File: src/rtl/pc_seq_if.sv
// pc_seq_if: bus bundle between a PC sequencer and whatever drives it.
// There is no valid/ready handshake on this bus. enable is a qualifier
// sampled on every rising clock edge: when it is high the sequencer consumes
// pc_src/offset/target/call in that cycle, and there is no backpressure.
// q and the RAS status flags are registered outputs that change one clock
// after the inputs that caused the change.
interface pc_seq_if #(
  parameter int WIDTH = 32
);
  logic             enable;
  logic [1:0]       pc_src;
  logic [WIDTH-1:0] offset;
  logic [WIDTH-1:0] target;
  logic             call;
  logic [WIDTH-1:0] q;
  logic             ras_empty;
  logic             ras_full;
  logic             ras_err;
  logic             misalign;

  modport master (
    output enable, pc_src, offset, target, call,
    input  q, ras_empty, ras_full, ras_err, misalign
  );

  modport slave (
    input  enable, pc_src, offset, target, call,
    output q, ras_empty, ras_full, ras_err, misalign
  );
endinterface

File: src/rtl/pc_seq.sv
// pc_seq: program counter sequencer with optional return-address stack.
// Next PC is sequential, PC-relative branch, absolute jump or return.
// Optional feature macro: PC_SEQ_RAS_EN enables the return-address stack.
// Without it, return behaves as a jump to target and call is ignored.
module pc_seq #(
  parameter int               WIDTH        = 32,
  parameter logic [WIDTH-1:0] RESET_VECTOR = '0,
  parameter int               INC          = 4,
  parameter int               RAS_DEPTH    = 4
) (
  input logic    Clk,
  input logic    Rst,
  pc_seq_if.slave bus
);

  localparam logic [WIDTH-1:0] INC_W    = WIDTH'(INC);
  localparam logic [WIDTH-1:0] LOW_MASK = WIDTH'(INC - 1);

  logic [WIDTH-1:0] q_q, q_d;
  logic             misalign_q, misalign_d;
  logic [WIDTH-1:0] seq_pc;
  logic [WIDTH-1:0] next_raw;
  logic             is_ret;

  assign seq_pc = q_q + INC_W;
  assign is_ret = (bus.pc_src == 2'b11);

`ifdef PC_SEQ_RAS_EN
  localparam int PTR_W = (RAS_DEPTH > 1) ? $clog2(RAS_DEPTH) : 1;
  localparam int CNT_W = $clog2(RAS_DEPTH + 1);
  localparam logic [PTR_W-1:0] PTR_LAST = PTR_W'(RAS_DEPTH - 1);
  localparam logic [CNT_W-1:0] CNT_FULL = CNT_W'(RAS_DEPTH);

  // Circular storage: ptr_q indexes the top entry; pushes past the end wrap
  // onto the oldest entry, which is exactly the overflow-overwrite behaviour.
  logic [WIDTH-1:0] ras_mem_q [RAS_DEPTH];
  logic [PTR_W-1:0] ptr_q, ptr_d;
  logic [CNT_W-1:0] cnt_q, cnt_d;
  logic             err_q, err_d;
  logic [PTR_W-1:0] ptr_inc, ptr_dec;
  logic             ras_we;
  logic [PTR_W-1:0] ras_wa;
  logic [WIDTH-1:0] ras_top;
  logic             empty_w, full_w;

  assign ptr_inc = (ptr_q == PTR_LAST) ? '0 : ptr_q + 1'b1;
  assign ptr_dec = (ptr_q == '0) ? PTR_LAST : ptr_q - 1'b1;
  assign ras_top = ras_mem_q[ptr_q];
  assign empty_w = (cnt_q == '0);
  assign full_w  = (cnt_q == CNT_FULL);
`else
  logic unused_call;
  assign unused_call = bus.call;
`endif

  // Next-PC select, alignment, misalign flag and RAS push/pop bookkeeping.
  always_comb begin
    q_d        = q_q;
    misalign_d = 1'b0;
    next_raw   = seq_pc;
`ifdef PC_SEQ_RAS_EN
    ptr_d  = ptr_q;
    cnt_d  = cnt_q;
    err_d  = err_q;
    ras_we = 1'b0;
    ras_wa = ptr_q;
`endif
    if (bus.enable) begin
      unique case (bus.pc_src)
        2'b00: next_raw = seq_pc;
        2'b01: next_raw = q_q + bus.offset;
        2'b10: next_raw = bus.target;
        default: begin
`ifdef PC_SEQ_RAS_EN
          // An empty stack cannot supply a return address: fall through.
          next_raw = empty_w ? seq_pc : ras_top;
`else
          next_raw = bus.target;
`endif
        end
      endcase
`ifdef PC_SEQ_RAS_EN
      if (is_ret && bus.call) begin
        // Return and call together: top is consumed then replaced in place.
        if (empty_w) begin
          ptr_d  = ptr_inc;
          ras_wa = ptr_inc;
          cnt_d  = CNT_W'(1);
          err_d  = 1'b1;
        end else begin
          ras_wa = ptr_q;
        end
        ras_we = 1'b1;
      end else if (is_ret) begin
        if (empty_w) begin
          err_d = 1'b1;
        end else begin
          ptr_d = ptr_dec;
          cnt_d = cnt_q - 1'b1;
        end
      end else if (bus.call) begin
        ptr_d  = ptr_inc;
        ras_wa = ptr_inc;
        ras_we = 1'b1;
        if (full_w) begin
          err_d = 1'b1;
        end else begin
          cnt_d = cnt_q + 1'b1;
        end
      end
`endif
      q_d        = next_raw & ~LOW_MASK;
      misalign_d = |(next_raw & LOW_MASK);
    end
  end

  // State register with synchronous reset taking priority over everything.
  always_ff @(posedge Clk) begin
    if (Rst) begin
      q_q        <= RESET_VECTOR;
      misalign_q <= 1'b0;
`ifdef PC_SEQ_RAS_EN
      ptr_q      <= '0;
      cnt_q      <= '0;
      err_q      <= 1'b0;
`endif
    end else begin
      q_q        <= q_d;
      misalign_q <= misalign_d;
`ifdef PC_SEQ_RAS_EN
      ptr_q      <= ptr_d;
      cnt_q      <= cnt_d;
      err_q      <= err_d;
`endif
    end
  end

`ifdef PC_SEQ_RAS_EN
  // Return-address storage; contents are not cleared by reset.
  always_ff @(posedge Clk) begin
    if (!Rst && ras_we) begin
      ras_mem_q[ras_wa] <= seq_pc;
    end
  end

  assign bus.ras_empty = empty_w;
  assign bus.ras_full  = full_w;
  assign bus.ras_err   = err_q;
`else
  assign bus.ras_empty = 1'b1;
  assign bus.ras_full  = 1'b0;
  assign bus.ras_err   = 1'b0;
`endif

  assign bus.q        = q_q;
  assign bus.misalign = misalign_q;

endmodule

File: src/flat_wrapper.sv
// flat-port wrapper written by rule: the top's interface ports become plain ports
module pc_seq_flat 
#(
  parameter int               WIDTH        = 32,
  parameter logic [WIDTH-1:0] RESET_VECTOR = '0,
  parameter int               INC          = 4,
  parameter int               RAS_DEPTH    = 4
)
  (Clk, Rst, bus_enable, bus_pc_src, bus_offset, bus_target, bus_call, bus_q, bus_ras_empty, bus_ras_full, bus_ras_err, bus_misalign);
  pc_seq_if #(.WIDTH(WIDTH)) bus_i ();
  input logic Clk;
  input logic Rst;
  input wire logic [$bits(bus_i.enable)-1:0] bus_enable;
  input wire logic [$bits(bus_i.pc_src)-1:0] bus_pc_src;
  input wire logic [$bits(bus_i.offset)-1:0] bus_offset;
  input wire logic [$bits(bus_i.target)-1:0] bus_target;
  input wire logic [$bits(bus_i.call)-1:0] bus_call;
  output wire logic [$bits(bus_i.q)-1:0] bus_q;
  output wire logic [$bits(bus_i.ras_empty)-1:0] bus_ras_empty;
  output wire logic [$bits(bus_i.ras_full)-1:0] bus_ras_full;
  output wire logic [$bits(bus_i.ras_err)-1:0] bus_ras_err;
  output wire logic [$bits(bus_i.misalign)-1:0] bus_misalign;
  assign bus_i.enable = bus_enable;
  assign bus_i.pc_src = bus_pc_src;
  assign bus_i.offset = bus_offset;
  assign bus_i.target = bus_target;
  assign bus_i.call = bus_call;
  assign bus_q = bus_i.q;
  assign bus_ras_empty = bus_i.ras_empty;
  assign bus_ras_full = bus_i.ras_full;
  assign bus_ras_err = bus_i.ras_err;
  assign bus_misalign = bus_i.misalign;
  pc_seq #(.WIDTH(WIDTH), .RESET_VECTOR(RESET_VECTOR), .INC(INC), .RAS_DEPTH(RAS_DEPTH)) u_core (.Clk(Clk), .Rst(Rst), .bus(bus_i));
endmodule
File: config.mk
export PLATFORM = sky130hd
export DESIGN_NAME = pc_seq_flat
export DESIGN_NICKNAME = d
export VERILOG_FILES = /design/src/rtl/pc_seq_if.sv /design/src/rtl/pc_seq.sv /design/src/flat_wrapper.sv
export SDC_FILE = /design/constraint.sdc
export NUM_CORES = 1
export LEC_CHECK = 0
export ABC_AREA = 1
export CAP_MARGIN = 20
export CORE_MARGIN = 1.5
export CORE_UTILIZATION = 45
export DETAILED_ROUTE_END_ITERATION = 10
export GPL_TIMING_DRIVEN = 0
export HOLD_SLACK_MARGIN = 0.1
export PLACE_DENSITY = 0.81
export RECOVER_POWER = 100
export SYNTH_ARGS = -nofsm -noshare
export SYNTH_HDL_FRONTEND = slang
export SYNTH_SLANG_ARGS = --single-unit
File: constraint.sdc
create_clock -name Clk -period 4.52 [get_ports Clk]
set_input_delay 0.904 -clock Clk [delete_from_list [all_inputs] [get_ports Clk]]
set_output_delay 0.904 -clock Clk [all_outputs]
set_load 0.01 [all_outputs]
==> results <==
- The flow ran to the end, and the final reports show no timing, DRC or antenna violations.
- Setup repair after global routing left no endpoint under its margin.
- The H-tree generated during clock tree synthesis spans 2 levels.
- The largest incremental delay on the critical path is 0.56 ns.
- For the worst-skew pair, the clock arrives at the later sink with an insertion delay of 0.29 ns.
- The first-pass GRT wire length is 20600 um.
- The total negative slack for setup checks is 0 ns.
- The data required time at the worst endpoint is 4.68 ns.
- The number of antenna violations at the first check in global routing is 0.
- The critical path ends at u_core.bus.q[29]$_SDFFE_PP0P_.
- The slew of the pin with the lowest slew margin is 0.641 ns.
- The post-synthesis cell count is 729.
- The worst setup path is launched from an input pin.
- Post-CTS timing repair inserted 0 buffers for setup.
- Static timing analysis puts the maximum clock frequency at 241 MHz.
- The total routing usage reported by global routing is 29.3%.
- In this run the worst hold path is classified as reg -> reg.
- The cell with the largest stage delay on the worst path is sky130_fd_sc_hd__clkdlybuf4s50_1.
- The area enclosed by the die boundary is 9240 um2.
- The remaining number of nets flagged by the antenna check after routing is 0.
- The count of buffers inserted at the top-level ports is 98.
- The register cell area after layout is 621 um2.
- Summing the sequential cell areas from Yosys gives 15.9% of the chip area.
- The master cell of the clock root buffer is sky130_fd_sc_hd__clkbuf_8.
- The critical-path maximum fanout is 10.
- The row count is 33.
- The floorplan step set the die height to 96.1 um.
- The die width is 96.1 um.
- The routed design could run at a clock period as short as 4.14 ns.
- In the routed layout, each cell is associated on average with a via count of 4.95.
- STA puts the critical path data arrival time at 4.30 ns.
- The total wirelength of the detailed-routed design is 12900 um.
- The number of hold buffers added after CTS was 0.
- IR analysis of the VDD net gives a maximum drop of 130 uV.
- The final core utilization is 61.5%.
- The most repeated library cell on the critical path is sky130_fd_sc_hd__nand2_1.
- The tool flagged a number of max-cap violations equal to 0.
- The multi-input combinational cells in the finished layout cover a total of 2620 um2.
- Averaged over all synthesized cells, the footprint is 5.35 um2.
- The first-pass iteration count of the detailed router is 6.
- The count of endpoints failing setup in the final report is 0.
- The clock slew seen by the registers of the worst setup and hold paths is 0.08 ns.
- The power density relative to cell area is 177 nW/um2.
- Before CTS, the worst setup slack after placement is 0.110 ns.
- The final critical-path setup slack is 0.377 ns.
- The hold violation total from the final report is 0.
- TritonCTS created 5 clock buffers.
- Cells with a size suffix above 1 make up 4.18% of the layout.
- The longest clock path from root to sink contains 2 buffers.
- In this run the tightest slew margin relative to its limit is 57.2%.
- The reg-to-reg startpoint is u_core.bus.q[2]$_SDFFE_PP0P_.
- Entering global routing, the biggest net connects 11 pins.
- The detailed placer's ending HPWL is 10700 um.
- The post-synthesis async set-or-reset flop share is 0%.
- The overall via count from detail_route is 4665.
- After synthesis, the netlist uses 33 different library cells.
- The final count of pins violating max slew is 0.
- The worst setup skew after layout is 0.00593 ns.
- The signed area change from the synthesized netlist to the final layout is 30.9%.
- In the layout the commonest cells are 255 x sky130_fd_sc_hd__nand2_1, 134 x sky130_fd_sc_hd__inv_1, 104 x sky130_fd_sc_hd__nor2_1.
- The effective utilization at floorplan is 47.0%.
- The placer's final routability congestion estimate is 0.954.
- The startpoint-to-endpoint class of the critical path is in -> reg.
- At the end of the flow, the number of nets in the layout was 937.
- Once the clock tree was built, the resizer swapped 0 gates to a different size.
- The number of violations reported at the end of detailed-routing iteration 0 is 259.
- The area of the core region is 8300 um2.
- The clock tree from TritonCTS is built.
- The most critical setup path has its startpoint at bus_pc_src[1].
- The synthesis-stage register bit count is 31.
- The most common cell after layout, fill and taps aside is sky130_fd_sc_hd__nand2_1.
- For this design the top-level I/O count stands at 106.
- After filler insertion, the fill cell instance count of the layout stands at 828.
- The register-to-register setup slack is 2.14 ns.
- Counting flops with a built-in enable in the synthesized netlist gives 0.
- The clock net sink count is 31.
- The leakage power of the design is 2.86 nW.
- The endpoint identified for the worst register-to-register timing path is u_core.bus.q[24]$_SDFFE_PP0P_.
- After detailed routing, the number of remaining DRC violations is 0.
- The number of global-route vias before repair is 4303.
- Dividing the detail-routed wire length by the instance count gives 13.7 um.
- Global routing finished with a remaining overflow of 0.
- The synthesized area is 3900 um2.
- The depth of the worst register-to-register path is 13.
- The worst setup path is captured at a flip-flop.
- Traced cell by cell, the critical path runs through clkdlybuf4s50_1, inv_2, nand2_1, clkbuf_1, clkbuf_1, nor2_1, ha_1, nand2_1, inv_1, nand2_1, nand2_1, nand2_1, nand2_1, a21oi_1, nand2_1, nand2_1, nand3_1, nand2_1, a21oi_1.
- Yosys printed 0 warnings.
- For this run, the leading register cell type out of synthesis is sky130_fd_sc_hd__dfxtp_1.
- The final clock period utilization by the worst path is 91.7%.
- The diode insertion count for antenna repair is 0.
cells by family after synthesis:
| logic type | count (synthesis) | synth area share [%] |
|---|---|---|
| other cells | 2 | 0.192 |
| simple gates | 413 | 42.9 |
| flops | 31 | 15.9 |
| compound gates | 82 | 11.8 |
| xor+xnor | 12 | 2.69 |
| fa+ha+maj | 30 | 9.81 |
| buf+inv | 159 | 16.7 |
synth_stat cells (all sizes together) (2+ instances only):
library cell / n / area [um2]
xnor2: 9 / 78.8
nand2: 256 / 973
nor2: 110 / 433
ha: 29 / 363
o211ai: 9 / 67.6
o21bai: 4 / 33.8
a21oi: 55 / 283
nand3: 41 / 225
o21ai: 11 / 55.1
nand4: 4 / 25.0
buf: 13 / 73.8
dfxtp: 31 / 621
a21o: 2 / 15.0
conb: 2 / 7.51
xor2: 3 / 26.3
dlygate4sd1: 2 / 17.5
clkbuf: 8 / 50.1
inv: 136 / 510
cell type report:
class	count	share of cell area (%)
multi-input combinational	542	51.3
buffer	23	2.77
timing repair buffer	98	19.2
tap	105	2.57
inverter	136	10.0
sequential	31	12.2
clock buffer	8	1.96
metrics by stage:
stage | power, mW | hold WS, ns | area, um2 | std cells
floorplan | 0.503 | 0.503 | 3910 | 732
global placement | 0.650 | 0.470 | 5030 | 935
detailed placement | 0.656 | 0.478 | 5030 | 935
CTS | 0.921 | 0.494 | 5130 | 943
global route | 0.959 | 0.503 | 5110 | 943
finish | 0.905 | 0.489 | 5110 | 943
metal layers:
layer	routed length [um]	vias up	track usage (%)
li1	-	2421	-
met5	0	-	0
met4	138	0	6.86
met2	5690	182	46.7
met3	884	12	2.84
met1	6210	2050	41.9
worst min-delay path by stage:
stage / from / to / slack, ns / cells after the start
after floorplan: u_core.bus.q[17]$_SDFFE_PP0P_ / u_core.bus.q[17]$_SDFFE_PP0P_ / 0.50 / 2
after global placement: u_core.bus.q[14]$_SDFFE_PP0P_ / u_core.bus.q[14]$_SDFFE_PP0P_ / 0.47 / 2
after detailed placement: u_core.bus.q[8]$_SDFFE_PP0P_ / u_core.bus.q[8]$_SDFFE_PP0P_ / 0.48 / 2
after CTS: u_core.bus.q[19]$_SDFFE_PP0P_ / u_core.bus.q[19]$_SDFFE_PP0P_ / 0.49 / 2
after global routing: u_core.bus.q[11]$_SDFFE_PP0P_ / u_core.bus.q[11]$_SDFFE_PP0P_ / 0.50 / 2
final: u_core.bus.q[13]$_SDFFE_PP0P_ / u_core.bus.q[13]$_SDFFE_PP0P_ / 0.49 / 2
registers in the layout (all words and copies together), names as in the netlist:
name / cells
u_core.bus.misalign: 1
u_core.bus.q: 30
worst max-delay path, delay by kind of cell:
family          cells  cell delay (ns)
compound gates      2             0.31
buf+inv             5             1.70
simple gates       11             1.03
fa+ha+maj           1             0.36
power by group:
group	internal, mW	total, mW	switching [mW]
combinational	0.157	0.336	0.179
clock	0.139	0.261	0.121
sequential	0.292	0.309	0.0162
total	0.589	0.905	0.317
(Power assumes the default switching activity.)
